`config.mk`:
```
export PLATFORM = sky130hd
export DESIGN_NAME = bsg_print_stat_tag_logger
export DESIGN_NICKNAME = d
export VERILOG_FILES = /design/src/rtl/bsg_manycore_pkg.sv /design/src/rtl/bsg_mem_1r1w.sv /design/src/rtl/bsg_print_stat_tag_logger.sv
export SDC_FILE = /design/constraint.sdc
export NUM_CORES = 1
export LEC_CHECK = 0
export CAP_MARGIN = 20
export CORE_ASPECT_RATIO = 0.7
export CORE_UTILIZATION = 30
export DETAILED_ROUTE_END_ITERATION = 10
export HOLD_SLACK_MARGIN = 0.15
export SLEW_MARGIN = 20
export SYNTH_ARGS = -nofsm -noshare
export SYNTH_HDL_FRONTEND = slang
export SYNTH_SLANG_ARGS = --single-unit
export TNS_END_PERCENT = 50
```
`constraint.sdc`:
```
create_clock -name clk_i -period 15.7 [get_ports clk_i]
set_input_delay 2.355 -clock clk_i [delete_from_list [all_inputs] [get_ports clk_i]]
set_output_delay 2.355 -clock clk_i [all_outputs]
set_load 0.01 [all_outputs]
```
`src/rtl/bsg_manycore_pkg.sv`:
```
// Shared types for the print-stat tag logger: log entry layout and its width helper.
package bsg_manycore_pkg;

  localparam int unsigned print_stat_tag_width_gp = 32;
  localparam int unsigned print_stat_ctr_width_gp = 64;

  // Default-width entry; the counter occupies the MSBs.
  typedef struct packed {
    logic [print_stat_ctr_width_gp-1:0] ctr;
    logic [print_stat_tag_width_gp-1:0] tag;
  } bsg_print_stat_log_entry_s;

  function automatic int unsigned bsg_print_stat_log_entry_width(
    input int unsigned ctr_width,
    input int unsigned data_width
  );
    return ctr_width + data_width;
  endfunction

endpackage

```
`src/rtl/bsg_mem_1r1w.sv`:
```
// Simple 1-write/1-read register-file storage with asynchronous read; contents are not reset.
module bsg_mem_1r1w #(
  parameter int unsigned width_p = 96,
  parameter int unsigned els_p   = 16
) (
  input  logic                     clk_i,
  input  logic                     w_v_i,
  input  logic [$clog2(els_p)-1:0] w_addr_i,
  input  logic [width_p-1:0]       w_data_i,
  input  logic [$clog2(els_p)-1:0] r_addr_i,
  output logic [width_p-1:0]       r_data_o
);

  logic [width_p-1:0] mem [els_p];

  always_ff @(posedge clk_i) begin
    if (w_v_i) mem[w_addr_i] <= w_data_i;
  end

  assign r_data_o = mem[r_addr_i];

endmodule

```
`src/rtl/bsg_print_stat_tag_logger.sv`:
```
// Captures timestamped print-stat tags into a small FIFO for a downstream consumer,
// counting events lost while the buffer is full.
module bsg_print_stat_tag_logger
  import bsg_manycore_pkg::*;
#(
  parameter int unsigned data_width_p = 32,
  parameter int unsigned ctr_width_p  = 64,
  parameter int unsigned els_p        = 16,
  parameter int unsigned drop_width_p = 16
) (
  input  logic                                      clk_i,
  input  logic                                      reset_n_i,
  input  logic                                      en_i,
  input  logic                                      print_stat_v_i,
  input  logic [data_width_p-1:0]                   print_stat_tag_i,
  input  logic [ctr_width_p-1:0]                    global_ctr_i,
  output logic                                      v_o,
  output logic [ctr_width_p+data_width_p-1:0]       data_o,
  input  logic                                      yumi_i,
  output logic [$clog2(els_p+1)-1:0]                count_o,
  output logic [drop_width_p-1:0]                   dropped_o,
  output logic                                      overflow_o,
  input  logic                                      clear_i
);

  localparam int unsigned addr_w_lp  = $clog2(els_p);
  localparam int unsigned count_w_lp = $clog2(els_p + 1);
  localparam int unsigned entry_w_lp = bsg_print_stat_log_entry_width(ctr_width_p, data_width_p);

  logic [addr_w_lp-1:0]    wptr_r, wptr_n, rptr_r, rptr_n, occ;
  logic                    full_r, full_n, v_r, v_n;
  logic [drop_width_p-1:0] dropped_r, dropped_n;
  logic                    overflow_r, overflow_n;
  logic                    deq, cap, enq, drop;

  // Next-state for pointers, full/valid flags and drop bookkeeping.
  always_comb begin
    deq        = yumi_i & v_r;
    cap        = print_stat_v_i & en_i;
    enq        = cap & (~full_r | deq);
    drop       = cap & full_r & ~deq;
    wptr_n     = wptr_r;
    rptr_n     = rptr_r;
    full_n     = full_r;
    v_n        = v_r;
    dropped_n  = dropped_r;
    overflow_n = overflow_r;

    if (enq) wptr_n = addr_w_lp'(wptr_r + addr_w_lp'(1));
    if (deq) rptr_n = addr_w_lp'(rptr_r + addr_w_lp'(1));

    if (enq && !deq) begin
      v_n    = 1'b1;
      full_n = (wptr_n == rptr_r);
    end else if (deq && !enq) begin
      full_n = 1'b0;
      v_n    = (rptr_n != wptr_r);
    end

    // Clear wins over a drop in the same cycle.
    if (clear_i) begin
      dropped_n  = '0;
      overflow_n = 1'b0;
    end else if (drop) begin
      overflow_n = 1'b1;
      if (!(&dropped_r)) dropped_n = drop_width_p'(dropped_r + drop_width_p'(1));
    end
  end

  always_ff @(posedge clk_i) begin
    if (!reset_n_i) begin
      wptr_r     <= '0;
      rptr_r     <= '0;
      full_r     <= 1'b0;
      v_r        <= 1'b0;
      dropped_r  <= '0;
      overflow_r <= 1'b0;
    end else begin
      wptr_r     <= wptr_n;
      rptr_r     <= rptr_n;
      full_r     <= full_n;
      v_r        <= v_n;
      dropped_r  <= dropped_n;
      overflow_r <= overflow_n;
    end
  end

  bsg_mem_1r1w #(
    .width_p(entry_w_lp),
    .els_p  (els_p)
  ) mem (
    .clk_i   (clk_i),
    .w_v_i   (enq & reset_n_i),
    .w_addr_i(wptr_r),
    .w_data_i({global_ctr_i, print_stat_tag_i}),
    .r_addr_i(rptr_r),
    .r_data_o(data_o)
  );

  // Full/empty bit disambiguates equal pointers.
  assign occ        = addr_w_lp'(wptr_r - rptr_r);
  assign count_o    = full_r ? count_w_lp'(els_p) : count_w_lp'(occ);
  assign v_o        = v_r;
  assign dropped_o  = dropped_r;
  assign overflow_o = overflow_r;

  yumi_without_valid: assert property (@(posedge clk_i) disable iff (!reset_n_i) yumi_i |-> v_r);

endmodule

```
==> out/results.ini <==
[clock_network]
cts_resized=0
numCtsBuffers=162
holdBufCountCts=0
cts_max_level=4
clock_latency_ns=0.81
clock-sinks=1563
cts_max_path_buffers=4
post_cts_buffers=0
cts_root_buf=clkbuf_16
cts.clk_slew.worst_paths_ns=0.06
tritoncts=done

[synth]
synth_cell_type_count=52
synth_flop_cell=edfxtp_1
yosys.area.top_type_share=0.778
syn_avg_cell_area_um2=25.4
syn_nets=2446
netlist_instances=2333
synth_edf_count=1536
yosys_warnings=0
netlist.top_cell.by_area=edfxtp_1
ys_seq_area_frac=0.787
async_reset_ff_frac=0
ys_ff_latch=1563
synth_area_mm2=0.0593
synthTopCellsByArea=edfxtp_1 (78%), mux4_2 (18%), dfxtp_1 (0.91%), buf_4 (0.29%), buf_6 (0.29%)

[finish]
fillers=17857
area_growth_pct=17.7
seq_area_mm2=0.0467
drive_above_1_share=0.278
final_area_mm2=0.0697
fin_nets=2763
multiInputGateArea_mm2=0.0120

[sta]
clock_skew_ns=0.0319
period_minus_slack_ns=7.94
hold_viol=0
slew_viol_final=0
fin_hold_ws_ns=0.472
slew_headroom=0.140
max_freq_ghz=0.126
rsz0062_at_grt=false
max_slew.worst_pin.slew_ns=1.29
setup_tns_ns=0
finalCritPeriodShare=0.506
setup_viol=0

[critical_path]
ff2ff_path_depth=7
r2r_end=mem.mem[14][74]
cp.required_ns=13.35
worstPathMaxFanout=50
cp_data_arrival_time_ns=5.58
endpoint_kind=output port
worst_setup_path_start_kind=flop
worstSetupPathType=reg2out
r2r_setup_slack_ns=11.79
r2r-start=v_o

[floorplan]
fp.dieArea_mm2=0.199
io_pins=221
core_area_mm2=0.196
fp.dieH_um=374
start_util=0.302
core.rowCount=136
die_x_um=533

[power]
p_leak_nw=20.6
switching_share=0.206
clkPwrFrac=0.424
p_switching_mw=1.79
p_int_mw=6.90
total_power_mw=8.69
p_seq_frac=0.530
ir_worst_vdd_mv=0.0742
p_per_area_mw_per_mm2=125
combPwrFrac=0.045

[place]
io_buffers=220
dpl_cell_area_mm2=0.0647
hpwlAfterDp_mm=69.2
gp_congestion=0.701

[drt]
avgRoutedWirePerCell_um=26.5
drt_iter0_markers=2616
ant_nets=0
drc=0
dr.pass1.iters=5
vias=26209
wl_mm=143
drt-vias-per-instance=4.87

[min_path]
holdPathEnd=overflow_o
min_from=overflow_o
hold_path_depth=2
hold_class=reg2reg

[global_routing]
grt-ovfl-total=0
track_usage=0.142
grt_pass1_wl_mm=204
grt_max_degree=135
antenna_found_initial=21
grt_pass1_vias=27223

[flow_run]
cap_violations=0

[status]
status=completed

## final cells by class
cell class	count	share of cell area
inverters	12	0.000754
multi-input cells	642	0.172
clock inverters	79	0.0105
flip-flops and latches	1563	0.669
clock buffers	197	0.0606
well taps	2622	0.0470
diodes	1	0.0000359
repair buffers	269	0.0392
## stage by stage
step	utilization	setup slack, ns	std cells
6_report	0.355	7.76	5385
5_1_grt	0.355	7.23	5385
4_1_cts	0.355	7.19	5383
3_5_place_dp	0.330	8.06	5107
3_3_place_gp	0.330	8.12	5107
2_1_floorplan	-	8.07	2333
## power by group through the flow
stage	combinational (mW)	clock (mW)	sequential (mW)
floorplan	0.237	0	4.69
global placement	0.396	0	4.70
detailed placement	0.401	0	4.70
CTS	0.402	3.79	4.61
global route	0.425	3.92	4.61
finish	0.393	3.69	4.61
## worst max-delay path, cell delays in order (launching register included)
cell	delay (ns)
dfxtp_4	0.90
buf_4	0.68
buf_4	0.73
buf_6	0.66
mux4_2	0.59
mux4_2	0.55
clkdlybuf4s50_1	0.52
## logic make-up after synthesis
kind of cell             synth area share
XOR/XNOR                          0.00340
AND/OR/NAND/NOR                   0.00788
AO/OA/AOI/OAI                     0.00420
adder cells (fa/ha/maj)           0.00245
multiplexers                        0.183
buffers and inverters              0.0117
flip-flops                          0.787
## metal layers
layer | track usage | share of wire
met1 | 0.203 | 0.45
met2 | 0.219 | 0.46
met3 | 0.0370 | 0.070
met4 | 0.0304 | 0.018
met5 | 0 | 0.00082
## cells in the mapped netlist, drive strengths merged (3+ instances only)
cell / instances
mux4: 480
a21oi: 8
nor2: 36
inv: 12
clkbuf: 42
ha: 10
nand3: 10
nor2b: 3
edfxtp: 1536
buf: 74
mux2i: 3
xor2: 7
o21ai: 4
and3: 3
dfxtp: 27
and2: 5
nor4: 5
nand2: 13
nand4: 4
xnor2: 16
## flip-flops by register name, summed over array words and instances (netlist names)
signal and count:
rptr_r 4, full_r 1, overflow_o 1, dropped_o 16, mem.mem 1536, wptr_r 4
v_o 1
## how the worst max path moves through the flow
stage	from	endpoint	slack, ns	cells after the start
2_1_floorplan	reset_n_i	mem.mem[0][0]	8.07	3
3_3_place_gp	rptr_r[0]	data_o[20]	8.12	6
3_5_place_dp	rptr_r[0]	data_o[20]	8.06	6
4_1_cts	rptr_r[0]	data_o[20]	7.19	6
5_1_grt	rptr_r[0]	data_o[20]	7.23	6
6_report	rptr_r[0]	data_o[20]	7.76	6
## cells in the final DEF (no fill, tap or decap), types with 4 or more instances in the layout
master / n
edfxtp_1: 1536
mux4_2: 480
clkdlybuf4s50_1: 220
clkbuf_16: 164
buf_4: 36
clkbuf_1: 33
clkinv_1: 30
dfxtp_1: 24
nor2_1: 20
clkinv_2: 19
xnor2_1: 16
nor2_4: 16
nand2_1: 13
bufinv_16: 11
buf_12: 11
nand3_1: 10
ha_1: 10
inv_1: 9
a21oi_1: 8
xor2_1: 7
clkinvlp_4: 6
and2_1: 5
nor4_1: 5
inv_6: 5
nand4_1: 4
Power figures use the tool's default switching activity.
